## config.mk

```make
export PLATFORM = sky130hd
export DESIGN_NAME = instr_align
export DESIGN_NICKNAME = d
export VERILOG_FILES = /design/src/rtl/instr_align.sv
export SDC_FILE = /design/constraint.sdc
export NUM_CORES = 1
export LEC_CHECK = 0
export CAP_MARGIN = 20
export CORE_MARGIN = 2
export CORE_UTILIZATION = 58
export CTS_CLUSTER_SIZE = 25
export DETAILED_ROUTE_END_ITERATION = 10
export PLACE_DENSITY = 0.79
export REMOVE_ABC_BUFFERS = 1
export SLEW_MARGIN = 0
export SYNTH_ARGS = -nofsm -noshare
export SYNTH_HDL_FRONTEND = slang
export SYNTH_SLANG_ARGS = --single-unit
```

## constraint.sdc

```tcl
create_clock -name i_clk -period 3.67 [get_ports i_clk]
set_input_delay 0.5505 -clock i_clk [delete_from_list [all_inputs] [get_ports i_clk]]
set_output_delay 0.5505 -clock i_clk [all_outputs]
set_load 0.005 [all_outputs]
```

## src/rtl/instr_align.sv

```systemverilog
// Instruction-align stage: buffers fetched halfwords and reassembles RVC and
// 32-bit instructions (including ones straddling a fetch word) for decode.
// Optional feature macro: INSTR_ALIGN_RVC_EN (compressed support). When it is
// undefined every instruction is 32-bit and a pc[1]=1 fetch becomes a
// misalignment exception entry.
module instr_align #(
  parameter int unsigned PC_W         = 32,
  parameter int unsigned EXC_W        = 4,
  parameter int unsigned Q_DEPTH      = 4,
  parameter int unsigned EXC_MISALIGN = 0
) (
  input  logic             i_clk,
  input  logic             i_rst_n,
  input  logic             i_flush,
  input  logic             i_stall,
  input  logic             i_valid,
  input  logic [PC_W-1:0]  i_pc,
  input  logic [15:0]      i_data0,
  input  logic [15:0]      i_data1,
  input  logic             i_except_valid,
  input  logic [EXC_W-1:0] i_except_code,
  output logic             o_stall,
  output logic             o_valid,
  output logic [PC_W-1:0]  o_pc,
  output logic [31:0]      o_instr,
  output logic             o_compressed,
  output logic             o_except_valid,
  output logic [EXC_W-1:0] o_except_code
);

  localparam int unsigned PTR_W = $clog2(Q_DEPTH);
  localparam int unsigned CNT_W = PTR_W + 1;

`ifdef INSTR_ALIGN_RVC_EN
  localparam bit RVC_EN = 1'b1;
`else
  localparam bit RVC_EN = 1'b0;
`endif

  // halfword queue storage
  logic [15:0]      half_q [Q_DEPTH];
  logic [PC_W-1:0]  epc_q  [Q_DEPTH];
  logic             exv_q  [Q_DEPTH];
  logic [EXC_W-1:0] ecode_q[Q_DEPTH];

  logic [PTR_W-1:0] head_q, head_d, tail_q, tail_d, nxt;
  logic [CNT_W-1:0] count_q, count_d;

  // push side
  logic             push_en;
  logic [1:0]       push_n;
  logic [15:0]      w0_half;
  logic             w0_exv;
  logic [EXC_W-1:0] w0_code;
  logic [PC_W-1:0]  w1_pc;

  // issue side
  logic [1:0]       pop_n;
  logic             valid_q, valid_d;
  logic [PC_W-1:0]  pc_q, pc_d;
  logic [31:0]      instr_q, instr_d;
  logic             comp_q, comp_d;
  logic             oexv_q, oexv_d;
  logic [EXC_W-1:0] ocode_q, ocode_d;

  // backpressure from the registered occupancy only
  assign o_stall = (CNT_W'(Q_DEPTH) - count_q) < CNT_W'(2);
  assign push_en = i_valid & ~o_stall & ~i_flush;
  assign nxt     = head_q + PTR_W'(1);
  assign w1_pc   = i_pc + PC_W'(2);

  // decode how many entries the incoming fetch word contributes
  always_comb begin
    push_n  = 2'd0;
    w0_half = i_data0;
    w0_exv  = 1'b0;
    w0_code = '0;
    if (push_en) begin
      if (i_except_valid) begin
        push_n  = 2'd1;
        w0_half = '0;
        w0_exv  = 1'b1;
        w0_code = i_except_code;
      end else if (i_pc[1]) begin
        push_n = 2'd1;
        if (RVC_EN) begin
          w0_half = i_data1;
        end else begin
          w0_half = '0;
          w0_exv  = 1'b1;
          w0_code = EXC_W'(EXC_MISALIGN);
        end
      end else begin
        push_n = 2'd2;
      end
    end
  end

  // select the next aligned instruction from entries present this cycle
  always_comb begin
    pop_n   = 2'd0;
    valid_d = valid_q;
    pc_d    = pc_q;
    instr_d = instr_q;
    comp_d  = comp_q;
    oexv_d  = oexv_q;
    ocode_d = ocode_q;
    if (i_flush) begin
      valid_d = 1'b0;
    end else if (!i_stall) begin
      valid_d = 1'b0;
      if (count_q != '0) begin
        if (exv_q[head_q]) begin
          valid_d = 1'b1;
          pc_d    = epc_q[head_q];
          instr_d = '0;
          comp_d  = 1'b0;
          oexv_d  = 1'b1;
          ocode_d = ecode_q[head_q];
          pop_n   = 2'd1;
        end else if (RVC_EN && (half_q[head_q][1:0] != 2'b11)) begin
          valid_d = 1'b1;
          pc_d    = epc_q[head_q];
          instr_d = {16'h0000, half_q[head_q]};
          comp_d  = 1'b1;
          oexv_d  = 1'b0;
          ocode_d = '0;
          pop_n   = 2'd1;
        end else if (count_q >= CNT_W'(2)) begin
          // a lone low half waits here until its upper half arrives
          valid_d = 1'b1;
          pc_d    = epc_q[head_q];
          comp_d  = 1'b0;
          pop_n   = 2'd2;
          if (exv_q[nxt]) begin
            instr_d = '0;
            oexv_d  = 1'b1;
            ocode_d = ecode_q[nxt];
          end else begin
            instr_d = {half_q[nxt], half_q[head_q]};
            oexv_d  = 1'b0;
            ocode_d = '0;
          end
        end
      end
    end
  end

  // queue pointer and occupancy update; flush empties the queue
  always_comb begin
    head_d  = head_q + PTR_W'(pop_n);
    tail_d  = tail_q + PTR_W'(push_n);
    count_d = count_q + CNT_W'(push_n) - CNT_W'(pop_n);
    if (i_flush) begin
      head_d  = '0;
      tail_d  = '0;
      count_d = '0;
    end
  end

  // queue state and entry storage
  always_ff @(posedge i_clk or negedge i_rst_n) begin
    if (!i_rst_n) begin
      head_q  <= '0;
      tail_q  <= '0;
      count_q <= '0;
      for (int unsigned i = 0; i < Q_DEPTH; i++) begin
        half_q[i]  <= '0;
        epc_q[i]   <= '0;
        exv_q[i]   <= 1'b0;
        ecode_q[i] <= '0;
      end
    end else begin
      head_q  <= head_d;
      tail_q  <= tail_d;
      count_q <= count_d;
      if (push_n != 2'd0) begin
        half_q[tail_q]  <= w0_half;
        epc_q[tail_q]   <= i_pc;
        exv_q[tail_q]   <= w0_exv;
        ecode_q[tail_q] <= w0_code;
      end
      if (push_n == 2'd2) begin
        half_q[tail_q + PTR_W'(1)]  <= i_data1;
        epc_q[tail_q + PTR_W'(1)]   <= w1_pc;
        exv_q[tail_q + PTR_W'(1)]   <= 1'b0;
        ecode_q[tail_q + PTR_W'(1)] <= '0;
      end
    end
  end

  // registered instruction outputs
  always_ff @(posedge i_clk or negedge i_rst_n) begin
    if (!i_rst_n) begin
      valid_q <= 1'b0;
      pc_q    <= '0;
      instr_q <= '0;
      comp_q  <= 1'b0;
      oexv_q  <= 1'b0;
      ocode_q <= '0;
    end else begin
      valid_q <= valid_d;
      pc_q    <= pc_d;
      instr_q <= instr_d;
      comp_q  <= comp_d;
      oexv_q  <= oexv_d;
      ocode_q <= ocode_d;
    end
  end

  assign o_valid        = valid_q;
  assign o_pc           = pc_q;
  assign o_instr        = instr_q;
  assign o_compressed   = comp_q;
  assign o_except_valid = oexv_q;
  assign o_except_code  = ocode_q;

endmodule

```

# After elaboration in Yosys (flattened, before gate mapping)
# Cells that the tools add are included.
# classes
mux	88
magnitude_cmp	8
eq_ne	2
addsub	8
reduce_logical	6
bitwise	13
# op_table
operator	n
$mux 32	9
$bwmux 128	2
$mux 128	2
$mux 16	11
$bwmux 64	2
$demux 32 s2	2
$mux 64	2
$bmux 16 s2	2
$bmux 32 s2	1
$demux 16 s2	2
$mux 4	13
$add 32x2->32 const B	1
$mux 2	10
$mux 1	19
$and 16x16->16	1
$bmux 4 s2	2
$bwmux 16	1
$demux 4 s2	2
$not 16->16	1
$ge 3x3->1 const B	4
$not 2->3	4
$lt 3x1->1 const B	2
$add 2x1->2 const B	2
$add 2x2->2	2
other kinds (19)	26
# word_totals
ff_bits	290
output_inout_bits	72
elab_cells	150
in_bits	74

# Logic depth before layout (Yosys ltp)
# logic_depth
depth_word	10
depth_mapped	13
ltp_nobuf	12

# Least setup slack after synthesis
# No wires, ideal clock.
# synth_path
kind	input port to flip-flop
from	in i_flush
to	reg count_q[2]
setup_time_ns	0.132
cell_stages	9
arrival_ns	2.539
path_slack_ns	0.999
path_cell_list	clkbuf_1 nor3_1 a21boi_1 nand2_1 fa_1 inv_1 fa_1 xnor2_1 nor2_1
# synth_via
elab_chain_cells	6
elab_cells_between_ends	7
classes_between	add/sub: 2; mux: 3; bitwise: 2
# synth_lines
element	line_no	source
start: declaration	14	input logic i_flush,
$not 1->1 (no source line)	--	
$and 1x1->1	68	assign push_en = i_valid & ~o_stall & ~i_flush;
$mux 2	78	if (push_en) begin
$add 3x2->3	153	count_d = count_q + CNT_W'(push_n) - CNT_W'(pop_n);
$sub 3x2->3	153	
$mux 3 (*)	154	if (i_flush) begin
net count_d[2]	47	logic [CNT_W-1:0] count_q, count_d;
end signal: assignment	176	count_q <= count_d;
end: declaration	47	
# Mark *: on every way through the listed nets, which the timed path passes. The rest lies on a longest branch.
# A chain may end at the register's enable or synchronous reset.

# Worst setup path after layout
# layout_path
from	reg count_q[1]
to	out o_stall
# layout_via
elab_chain_cells	2
# layout_lines
element	line_no	source
$sub 3x3->3	67	assign o_stall = (CNT_W'(Q_DEPTH) - count_q) < CNT_W'(2);
$lt 3x2->1	67	
end: declaration	22	output logic o_stall,
# No other way between the ends.

==> impl_metrics.py <==
metrics = {
    "timing": {
        "fin_skew_ps": 13.4,
        "max_freq_mhz": 319,
        "setup_violations": 0,
        "finalWorstSetupSlack_ps": 537,
        "fin_setup_tns_ps": 0,
        "period_minus_slack_ps": 3130,
        "rsz0062_at_grt": "false",
        "period_share_pct": 85.4,
        "tightest_slew_ps": 1120,
        "relSlewSlack_pct": 25.5,
        "whs_ps": 461,
        "drv_slew": 0,
        "hold_violations": 0,
    },
    "clock_tree": {
        "clk_pin_slew_worst_paths_ps": 60,
        "worstSkewPairLatency_ps": 570,
        "post_cts_buffers": 0,
        "cts_tree": "done",
        "cts_max_path_buffers": 3,
        "cts-root-buf": "clkbuf_16",
        "cts-htree-levels": 1,
        "cts_buffers": 30,
        "cts.sinks": 289,
    },
    "placement": {
        "gp_congestion": 0.886,
        "place_area_um2": 16300,
        "place_ws_ps": 392,
        "post-dp-hpwl_um": 25500,
        "io_buffer_count": 144,
    },
    "cells_and_area": {
        "multi_input_area_um2": 6750,
        "drive_gt1_share_pct": 13.1,
        "regArea_um2": 7240,
        "num_antenna_cells": 0,
        "fin_nets": 1689,
        "fin_area_um2": 17400,
        "fillerInstances": 1783,
        "area_delta_synth_final_pct": 20.2,
    },
    "worst_hold_path": {
        "hold_class": "reg -> reg",
    },
    "routing": {
        "vias": 12400,
        "ant_nets": 0,
        "drc": 0,
        "dr.pass1.iters": 6,
        "drt-wirelength-per-cell_um": 21.4,
        "first_iter_violations": 1332,
        "routed_wl_um": 41900,
        "viasPerCell": 6.37,
    },
    "critical_path": {
        "startpoint_type": "flip-flop",
        "cp.arrival_ps": 2580,
        "cp_slowest_cell": "clkdlybuf4s50_1",
        "crit_type": "reg -> out",
        "crit_path_max_incr_delay_ps": 560,
        "crit_chain": "inv_1, ha_1, ha_1, nand2b_1, inv_1, clkdlybuf4s50_1",
        "cp_max_fo": 13,
        "end_kind": "output pin",
        "worstPathRequired_ps": 3120,
    },
    "power_and_ir_drop": {
        "leakagePower_nw": 7.41,
        "peakVddDrop_v": 0.000486,
        "p_comb_share_pct": 33.5,
        "p_clk_share_pct": 26.3,
        "power_density_nw_per_um2": 730,
        "internal-power_mw": 8.50,
        "p_sw_mw": 4.22,
        "total_power_mw": 12.7,
        "seqPwrFrac_pct": 40.2,
        "power_switching_share_pct": 33.2,
    },
    "floorplan": {
        "ios": 146,
        "die-width_um": 162,
        "fp.dieH_um": 162,
        "dieArea_um2": 26300,
        "row_count": 57,
        "core_um2": 24500,
        "start_util_pct": 59.3,
    },
    "yosys": {
        "synth_edf_count": 0,
        "ys_seq_area_share_pct": 49.9,
        "synth_ff_type": "dfrtp_1",
        "async_flop_share_pct": 100,
        "netlist_instances": 1503,
        "ys_types": 64,
        "ys.warnings.count": 0,
        "syn-cell-area_um2": 14500,
        "synth_area_per_cell_um2": 9.65,
        "synth-seq-cells": 289,
    },
    "run": {
        "max_cap_viol_count": 0,
    },
    "global_routing": {
        "grt_max_degree": 87,
        "overflow": 0,
        "grtUsageTotal_pct": 32.1,
        "antenna_found_initial": 0,
        "grt_pass1_wl_um": 66600,
        "grt_pass1_vias": 12600,
    },
    "status": {
        "status": "finished clean",
    },
}
synth_stat cells, drive strengths merged, types with 21 or more instances:
master | number | area, um2
a21oi | 82 | 410
a22oi | 53 | 398
buf | 30 | 145
clkbuf | 90 | 338
dfrtp | 289 | 7230
mux2 | 54 | 608
mux2i | 67 | 671
mux4 | 32 | 721
nand2 | 337 | 1260
nand3 | 21 | 105
nor2 | 107 | 402
o21ai | 150 | 751
per-layer routing:
layer	vias to the layer above	wire length, um	global-route usage [%]
li1	5521	-	-
met1	6076	16200	43.1
met2	710	20000	52.3
met3	137	4110	5.62
met4	0	1520	13.3
met5	-	0	0
cell usage in the layout, fill, tap and decap left out, types with 32 or more instances in the layout:
cell type / Yosys / routed
mux4_2: 32 / 32
nand2_1: 337 / 337
a21oi_1: 82 / 81
mux2_2: 54 / 54
o21ai_0: 148 / 148
dfrtp_1: 289 / 286
buf_4: 1 / 43
mux2i_1: 67 / 67
clkdlybuf4s50_1: 0 / 143
a22oi_1: 53 / 53
nor2_1: 107 / 104
power groups by stage:
stage | clock network [mW] | registers, mW | logic (mW)
2_1_floorplan | 0 | 5.06 | 2.57
3_3_place_gp | 0 | 5.07 | 4.02
3_5_place_dp | 0 | 5.13 | 4.17
4_1_cts | 3.37 | 5.10 | 4.24
5_1_grt | 3.51 | 5.25 | 4.69
6_report | 3.35 | 5.12 | 4.25
metrics by stage:
step,std cells,utilization (%)
finish,1955,71.2
global route,1955,71.2
CTS,1955,71.2
detailed placement,1898,66.7
global placement,1898,66.7
floorplan,1383,-
kinds of logic after synthesis:
family	count (synthesis)	synth area share, %
compound gates	364	15.3
xor+xnor	7	0.423
fa+ha+maj	8	0.794
buf+inv	139	3.82
flops	289	49.9
mux	153	13.8
other cells	1	0.0259
simple gates	542	16.0
final cells by class:
cell class	count	area share, %
clock inverters	20	1.54
clock buffers	36	4.73
well taps	324	2.33
repair buffers	192	10.7
inverters	19	0.409
multi-input cells	1075	38.8
flip-flops and latches	289	41.6
worst paths after layout:
kind | slack [ps] | cells past startpoint | from | end
min in group asynchronous | 570 | 2 | i_rst_n | o_instr[1]$_DFFE_PN0P_
worst max register to register | 590 | 10 | count_q[1]$_DFF_PN0_ | epc_q[82]$_DFF_PN0_
worst min-delay path | 460 | 2 | epc_q[48]$_DFF_PN0_ | epc_q[48]$_DFF_PN0_
max in group asynchronous | 2170 | 3 | i_rst_n | o_pc[0]$_DFFE_PN0P_
worst max-delay path | 540 | 6 | count_q[1]$_DFF_PN0_ | o_stall
worst min register to register | 460 | 2 | epc_q[48]$_DFF_PN0_ | epc_q[48]$_DFF_PN0_
critical path: cells and delay by family (launching register included):
kind | cells | cell delay (ps)
flip-flops | 1 | 380
AND/OR/NAND/NOR | 1 | 230
buffers and inverters | 3 | 960
adder cells (fa/ha/maj) | 2 | 450
state kept, by name, summed over array words and instances (netlist names), 2 cells and up:
| register | count |
|---|---|
| head_q | 2 |
| count_q | 3 |
| o_pc | 32 |
| exv_q | 4 |
| ecode_q | 16 |
| o_instr | 32 |
| tail_q | 2 |
| epc_q | 128 |
| half_q | 64 |
| o_except_code | 4 |
repair_timing:
action / 4_1_cts / 5_1_grt
gates resized for setup: 0 / 0
hold buffers: 1 / 0
endpoints found under the hold margin: 3 / 0
Note: power is estimated with default switching activity, not from simulation.
